===== config.mk =====
export PLATFORM = sky130hd
export DESIGN_NAME = fll_cfg_responder_flat
export DESIGN_NICKNAME = d
export VERILOG_FILES = /design/src/rtl/fll_cfg_pkg.sv /design/src/rtl/fll_cfg_responder_if.sv /design/src/rtl/fll_cfg_req_sync.sv /design/src/rtl/fll_cfg_responder.sv /design/src/flat_wrapper.sv
export SDC_FILE = /design/constraint.sdc
export NUM_CORES = 1
export LEC_CHECK = 0
export ABC_AREA = 1
export CAP_MARGIN = 5
export CORE_MARGIN = 2
export CORE_UTILIZATION = 50
export CTS_CLUSTER_SIZE = 16
export DETAILED_ROUTE_END_ITERATION = 8
export MAX_ROUTING_LAYER = met4
export PLACE_DENSITY = 0.9
export RECOVER_POWER = 25
export SYNTH_ARGS = -nofsm -noshare
export SYNTH_HDL_FRONTEND = slang
export SYNTH_SLANG_ARGS = --single-unit

===== constraint.sdc =====
create_clock -name clk_i -period 3.8 [get_ports clk_i]
set_input_delay 0.38 -clock clk_i [delete_from_list [all_inputs] [get_ports clk_i]]
set_output_delay 0.38 -clock clk_i [all_outputs]
set_load 0.03 [all_outputs]

===== src/rtl/fll_cfg_pkg.sv =====
// Shared definitions for the FLL configuration responder: register map,
// FSM state type, reset defaults and address decode helper.
package fll_cfg_pkg;

    localparam logic [3:0] ADDR_STATUS = 4'h0;
    localparam logic [3:0] ADDR_CONF1  = 4'h1;
    localparam logic [3:0] ADDR_CONF2  = 4'h2;
    localparam logic [3:0] ADDR_INTEG  = 4'h3;

    localparam logic [31:0] CONF1_RST_DEF = 32'h0000_05F5;
    localparam logic [31:0] CONF2_RST_DEF = 32'h0000_0100;
    localparam logic [31:0] INTEG_RST_DEF = 32'h0000_0000;

    typedef enum logic [0:0] {
        IDLE = 1'b0,
        ACK  = 1'b1
    } fll_cfg_state_e;

    // True for the addresses that hold writable configuration registers
    function automatic logic is_rw_addr(input logic [3:0] addr);
        logic rw;
        case (addr)
            ADDR_CONF1: rw = 1'b1;
            ADDR_CONF2: rw = 1'b1;
            ADDR_INTEG: rw = 1'b1;
            default:    rw = 1'b0;
        endcase
        return rw;
    endfunction

endpackage


===== src/rtl/fll_cfg_responder_if.sv =====
// FLL_BUS 4-phase req/ack handshake bundle between the APB-side initiator
// (master) and the FLL-domain responder (slave).
interface fll_cfg_responder_if;
    import fll_cfg_pkg::*;

    logic        req;
    logic        web;
    logic [3:0]  addr;
    logic [31:0] wdata;
    logic [31:0] rdata;
    logic        ack;

    modport master (
        output req,
        output web,
        output addr,
        output wdata,
        input  rdata,
        input  ack
    );

    modport slave (
        input  req,
        input  web,
        input  addr,
        input  wdata,
        output rdata,
        output ack
    );

endinterface


===== src/rtl/fll_cfg_req_sync.sv =====
// Two-flop synchroniser bringing the asynchronous request into clk_i;
// both stages clear to 0 on reset.
module fll_cfg_req_sync (
    input  logic clk_i,
    input  logic rst_ni,
    input  logic async_i,
    output logic sync_o
);

    logic meta_r;
    logic sync_r;

    // Two-stage capture of the asynchronous input
    always_ff @(posedge clk_i or negedge rst_ni) begin
        if (!rst_ni) begin
            meta_r <= 1'b0;
            sync_r <= 1'b0;
        end else begin
            meta_r <= async_i;
            sync_r <= meta_r;
        end
    end

    assign sync_o = sync_r;

endmodule


===== src/rtl/fll_cfg_responder.sv =====
// FLL-domain responder of the FLL_BUS configuration handshake; one register
// access per request. Define FLL_CFG_RESP_REQ_SYNC_EN to synchronise req.
module fll_cfg_responder
    import fll_cfg_pkg::*;
#(
    parameter logic [31:0] CONF1_RST = CONF1_RST_DEF,
    parameter logic [31:0] CONF2_RST = CONF2_RST_DEF,
    parameter logic [31:0] INTEG_RST = INTEG_RST_DEF
) (
    input  logic                   clk_i,
    input  logic                   rst_ni,
    fll_cfg_responder_if.slave     bus,
    input  logic [31:0]            status_i,
    output logic [31:0]            conf1_o,
    output logic [31:0]            conf2_o,
    output logic [31:0]            integ_o,
    output logic                   upd_o,
    output logic [3:0]             upd_addr_o
);

    logic            req_s;
    fll_cfg_state_e  state_r;
    fll_cfg_state_e  state_nxt_s;
    logic            access_s;
    logic            wr_s;
    logic            rd_s;
    logic [31:0]     rd_mux_s;

    logic            ack_r;
    logic [31:0]     rdata_r;
    logic            upd_r;
    logic [3:0]      upd_addr_r;
    logic [31:0]     conf1_r;
    logic [31:0]     conf2_r;
    logic [31:0]     integ_r;

`ifdef FLL_CFG_RESP_REQ_SYNC_EN
    fll_cfg_req_sync u_req_sync (
        .clk_i   (clk_i),
        .rst_ni  (rst_ni),
        .async_i (bus.req),
        .sync_o  (req_s)
    );
`else
    assign req_s = bus.req;
`endif

    // FSM state register
    always_ff @(posedge clk_i or negedge rst_ni) begin
        if (!rst_ni) begin
            state_r <= IDLE;
        end else begin
            state_r <= state_nxt_s;
        end
    end

    // FSM next-state: one access per request, then wait for req to drop
    always_comb begin
        state_nxt_s = state_r;
        case (state_r)
            IDLE: begin
                if (req_s) begin
                    state_nxt_s = ACK;
                end else begin
                    state_nxt_s = IDLE;
                end
            end
            ACK: begin
                if (!req_s) begin
                    state_nxt_s = IDLE;
                end else begin
                    state_nxt_s = ACK;
                end
            end
            default: state_nxt_s = IDLE;
        endcase
    end

    // FSM outputs: access strobes and read-data selection
    always_comb begin
        access_s = (state_r == IDLE) && req_s;
        wr_s     = access_s && !bus.web && is_rw_addr(bus.addr);
        rd_s     = access_s && bus.web;
        case (bus.addr)
            ADDR_STATUS: rd_mux_s = status_i;
            ADDR_CONF1:  rd_mux_s = conf1_r;
            ADDR_CONF2:  rd_mux_s = conf2_r;
            ADDR_INTEG:  rd_mux_s = integ_r;
            default:     rd_mux_s = 32'h0000_0000;
        endcase
    end

    // Handshake outputs; ack follows the next state so it is flop-driven
    always_ff @(posedge clk_i or negedge rst_ni) begin
        if (!rst_ni) begin
            ack_r      <= 1'b0;
            rdata_r    <= 32'h0000_0000;
            upd_r      <= 1'b0;
            upd_addr_r <= 4'h0;
        end else begin
            ack_r <= (state_nxt_s == ACK);
            upd_r <= wr_s;
            if (wr_s) begin
                upd_addr_r <= bus.addr;
            end
            if (rd_s) begin
                rdata_r <= rd_mux_s;
            end
        end
    end

    // Configuration register file
    always_ff @(posedge clk_i or negedge rst_ni) begin
        if (!rst_ni) begin
            conf1_r <= CONF1_RST;
            conf2_r <= CONF2_RST;
            integ_r <= INTEG_RST;
        end else if (wr_s) begin
            case (bus.addr)
                ADDR_CONF1: conf1_r <= bus.wdata;
                ADDR_CONF2: conf2_r <= bus.wdata;
                ADDR_INTEG: integ_r <= bus.wdata;
                default: ;
            endcase
        end
    end

    assign bus.ack    = ack_r;
    assign bus.rdata  = rdata_r;
    assign upd_o      = upd_r;
    assign upd_addr_o = upd_addr_r;
    assign conf1_o    = conf1_r;
    assign conf2_o    = conf2_r;
    assign integ_o    = integ_r;

endmodule


===== src/flat_wrapper.sv =====
// flat-port wrapper written by rule: the top's interface ports become plain ports
module fll_cfg_responder_flat import fll_cfg_pkg::*;
#(
    parameter logic [31:0] CONF1_RST = CONF1_RST_DEF,
    parameter logic [31:0] CONF2_RST = CONF2_RST_DEF,
    parameter logic [31:0] INTEG_RST = INTEG_RST_DEF
)
  (clk_i, rst_ni, status_i, conf1_o, conf2_o, integ_o, upd_o, upd_addr_o, bus_req, bus_web, bus_addr, bus_wdata, bus_rdata, bus_ack);
  fll_cfg_responder_if bus_i ();
  input  logic clk_i;
  input  logic rst_ni;
  input  logic [31:0] status_i;
  output logic [31:0] conf1_o;
  output logic [31:0] conf2_o;
  output logic [31:0] integ_o;
  output logic upd_o;
  output logic [3:0] upd_addr_o;
  input wire logic [$bits(bus_i.req)-1:0] bus_req;
  input wire logic [$bits(bus_i.web)-1:0] bus_web;
  input wire logic [$bits(bus_i.addr)-1:0] bus_addr;
  input wire logic [$bits(bus_i.wdata)-1:0] bus_wdata;
  output wire logic [$bits(bus_i.rdata)-1:0] bus_rdata;
  output wire logic [$bits(bus_i.ack)-1:0] bus_ack;
  assign bus_i.req = bus_req;
  assign bus_i.web = bus_web;
  assign bus_i.addr = bus_addr;
  assign bus_i.wdata = bus_wdata;
  assign bus_rdata = bus_i.rdata;
  assign bus_ack = bus_i.ack;
  fll_cfg_responder #(.CONF1_RST(CONF1_RST), .CONF2_RST(CONF2_RST), .INTEG_RST(INTEG_RST)) u_core (.clk_i(clk_i), .rst_ni(rst_ni), .bus(bus_i), .status_i(status_i), .conf1_o(conf1_o), .conf2_o(conf2_o), .integ_o(integ_o), .upd_o(upd_o), .upd_addr_o(upd_addr_o));
endmodule

==> out/metrics.yaml <==
status: "complete, but fails checks"
violations: "capacitance limit, slew limit"
drv_cap: 1
grt_pass1_vias: 6416
hold_class: "primary input to flop"
cts_hold_buf: 0
avgSynthCellArea_sq_um: 7.83
criticalPathCategory: "primary input to flop"
p_leak_uw: 0.00455
layout-drive-gt1-share_pct: 6.85
synth_top_area_share_pct: 49.8
syn_inst: 802
slew_violations: 88
drc: 0
pwr-share-clk_pct: 42.3
clk_latency_ns: 0.40
drt_iter0_drc: 624
clockBufferDepth: 2
ys_top_cells_by_area: "dfrtp_1 (50%), nand2_1 (19%), nand3_1 (10%)"
p_int_uw: 2990
dr.pass1.iters: 5
wl_microns: 20500
grt.busiest_layer: "met2"
use_met3_pct: 5.75
grt_pass1_wl_microns: 32700
start_kind: "primary input"
start_util_pct: 51.8
rsz0062_at_grt: "no"
switchingPower_uw: 1170
cp-end-kind: "flop"
setup_viol: 0
synth.most_common_cell: "nand2_1"
powerDensity_nw_per_um2: 461
final.setup.tns_ns: 0
post_cts_resized: 0
synth_cell_type_count: 16
use_met1_pct: 40.9
fin_nets: 1051
path_max_fanout: 52
wl_per_cell_microns: 17.7
grt_overflow_total: 0
core_sq_um: 12100
p_sw_share_pct: 28.1
cts-root-buf: "clkbuf_16"
yosys.area.top_type: "dfrtp_1"
multi_input_area_sq_um: 2620
combPwrFrac_pct: 18.4
vias: 6480
num_rows: 40
die_w_microns: 116
register_area_sq_um: 3360
finalHoldViolCount: 0
synth_top_flop_cell: "dfrtp_1"
holdCritStartpoint: "bus_addr[1]"
fmax_mhz: 408
synth_edf_count: 0
ant_nets: 0
die-area_sq_um: 13500
synth-seq-cells: 134
io_buffers: 205
post-cts-setup-buffers: 0
startpoint: "bus_addr[3]"
finClkSkew_ns: 0.00572
grt_max_degree: 88
fillers: 906
clock_sinks: 134
antenna_found_initial: 1
gp_congestion: 0.857
cp.required_ns: 4.14
ios: 206
worst_ep_arrival_time_ns: 2.79
ys_seq_area_share_pct: 53.6
synth_area_sq_um: 6280
synth_nets: 874
tightest_slew_ns: 2.17
fin_crit_sh_pct: 64.4
whs_ns: 0.390
pwr-share-seq_pct: 39.4
numCtsBuffers: 17
via_per_inst: 5.58
synth_commonest_cells: "nand2_1 (326), nand3_1 (129), dfrtp_1 (125), o21ai_0 (110), clkbuf_1 (30)"
period_minus_slack_ns: 2.45
die_y_microns: 116
async_flop_share_pct: 100
relSlewSlack_pct: -44.7
cts_tree: "yes"
place_hpwl_microns: 13000
syn2layout_area_growth_pct: 43.9
grtUsageTotal_pct: 32.5
clkTransAtPathRegs_ns: 0.06
cts_max_level: 4
ys_warn_count: 0
irDropWorstVdd_v: 0.000288
r2r_start: "u_core.state_r"
grtUsageMet2_pct: 52.0
-- per-layer routing --
layer	part of all wire, %	wire, microns	vias up
li1	-	-	2988
met5	0	0	-
met3	9.0	1850	61
met4	3.1	643	0
met1	39	8080	3023
met2	49	9970	408
-- flip-flops by register name, summed over array words and instances (netlist names) --
name               cells
u_core.conf1_o        32
u_core.upd_addr_o      4
u_core.integ_o        32
u_core.conf2_o        32
u_core.state_r         1
u_core.bus.rdata      32
u_core.upd_o           1
-- cells in the final DEF, fill, tap and decap left out, types with 4 or more instances in the layout --
cell type	netlist	routed
clkbuf_8	0	6
buf_4	4	15
nor2_4	3	6
inv_1	8	8
dfrtp_1	125	125
dfstp_2	9	9
nor2_1	7	6
clkinvlp_4	0	4
o21ai_1	19	19
nand3_1	129	128
clkbuf_16	0	17
o21ai_0	110	110
clkdlybuf4s50_1	0	202
nand2_1	326	325
-- final timing paths --
| kind | endpoint | slack [ns] | cells past startpoint |
|---|---|---|---|
| max | u_core.integ_o[25] | 1.35 | 8 |
| max reg2reg | u_core.integ_o[25] | 1.48 | 7 |
| min reg2reg | u_core.bus.rdata[5] | 0.48 | 2 |
| max in group asynchronous | u_core.conf1_o[2] | 1.81 | 2 |
| min in group asynchronous | u_core.conf1_o[22] | 0.61 | 1 |
| min | u_core.conf1_o[4] | 0.39 | 3 |
-- cells by family (layout without fill, tap and decap cells) --
| family | Yosys count | in the layout | synth area share, % |
|---|---|---|---|
| and+or+nand+nor | 468 | 468 | 31.0 |
| buffers and inverters | 71 | 261 | 5.06 |
| AOI/OAI and AO/OA | 129 | 129 | 10.3 |
| DFF | 134 | 134 | 53.6 |
| other | 0 | 1 | 0 |
-- worst max-delay path, stage by stage --
cell and delay (ns):
clkdlybuf4s50_1 0.44, nor2_4 0.13, buf_4 0.44, nand2_1 0.10, buf_4 0.26, nor2_4 0.70
nand2_1 0.16, nand2_1 0.11
-- metrics by stage --
step	instances	util (%)	setup WS, ns	power [uW]	cell area [sq um]
2_1_floorplan	802	-	2.37	2010	6280
3_3_place_gp	1128	69.3	1.07	2410	8390
3_5_place_dp	1128	69.3	1.00	2420	8390
4_1_cts	1160	74.6	1.41	4170	9030
5_1_grt	1161	74.6	1.19	4300	9030
6_report	1161	74.6	1.35	4160	9030
-- power groups by stage --
stage               Clock [uW]  Combinational, uW  Sequential (uW)
finish                    1760                765             1640
global route              1840                815             1650
CTS                       1770                770             1630
detailed placement           0                766             1660
global placement             0                750             1660
floorplan                    0                150             1860
-- area by class of cell --
class / instances / share of cell area [%]
diodes: 1 / 0.0277
clock buffers: 23 / 5.63
clock inverters: 9 / 1.52
inverters: 9 / 0.374
multi-input cells: 597 / 29.0
flip-flops and latches: 134 / 37.3
well taps: 168 / 2.33
repair buffers: 220 / 23.9
Note: power is estimated with default switching activity, not from simulation.
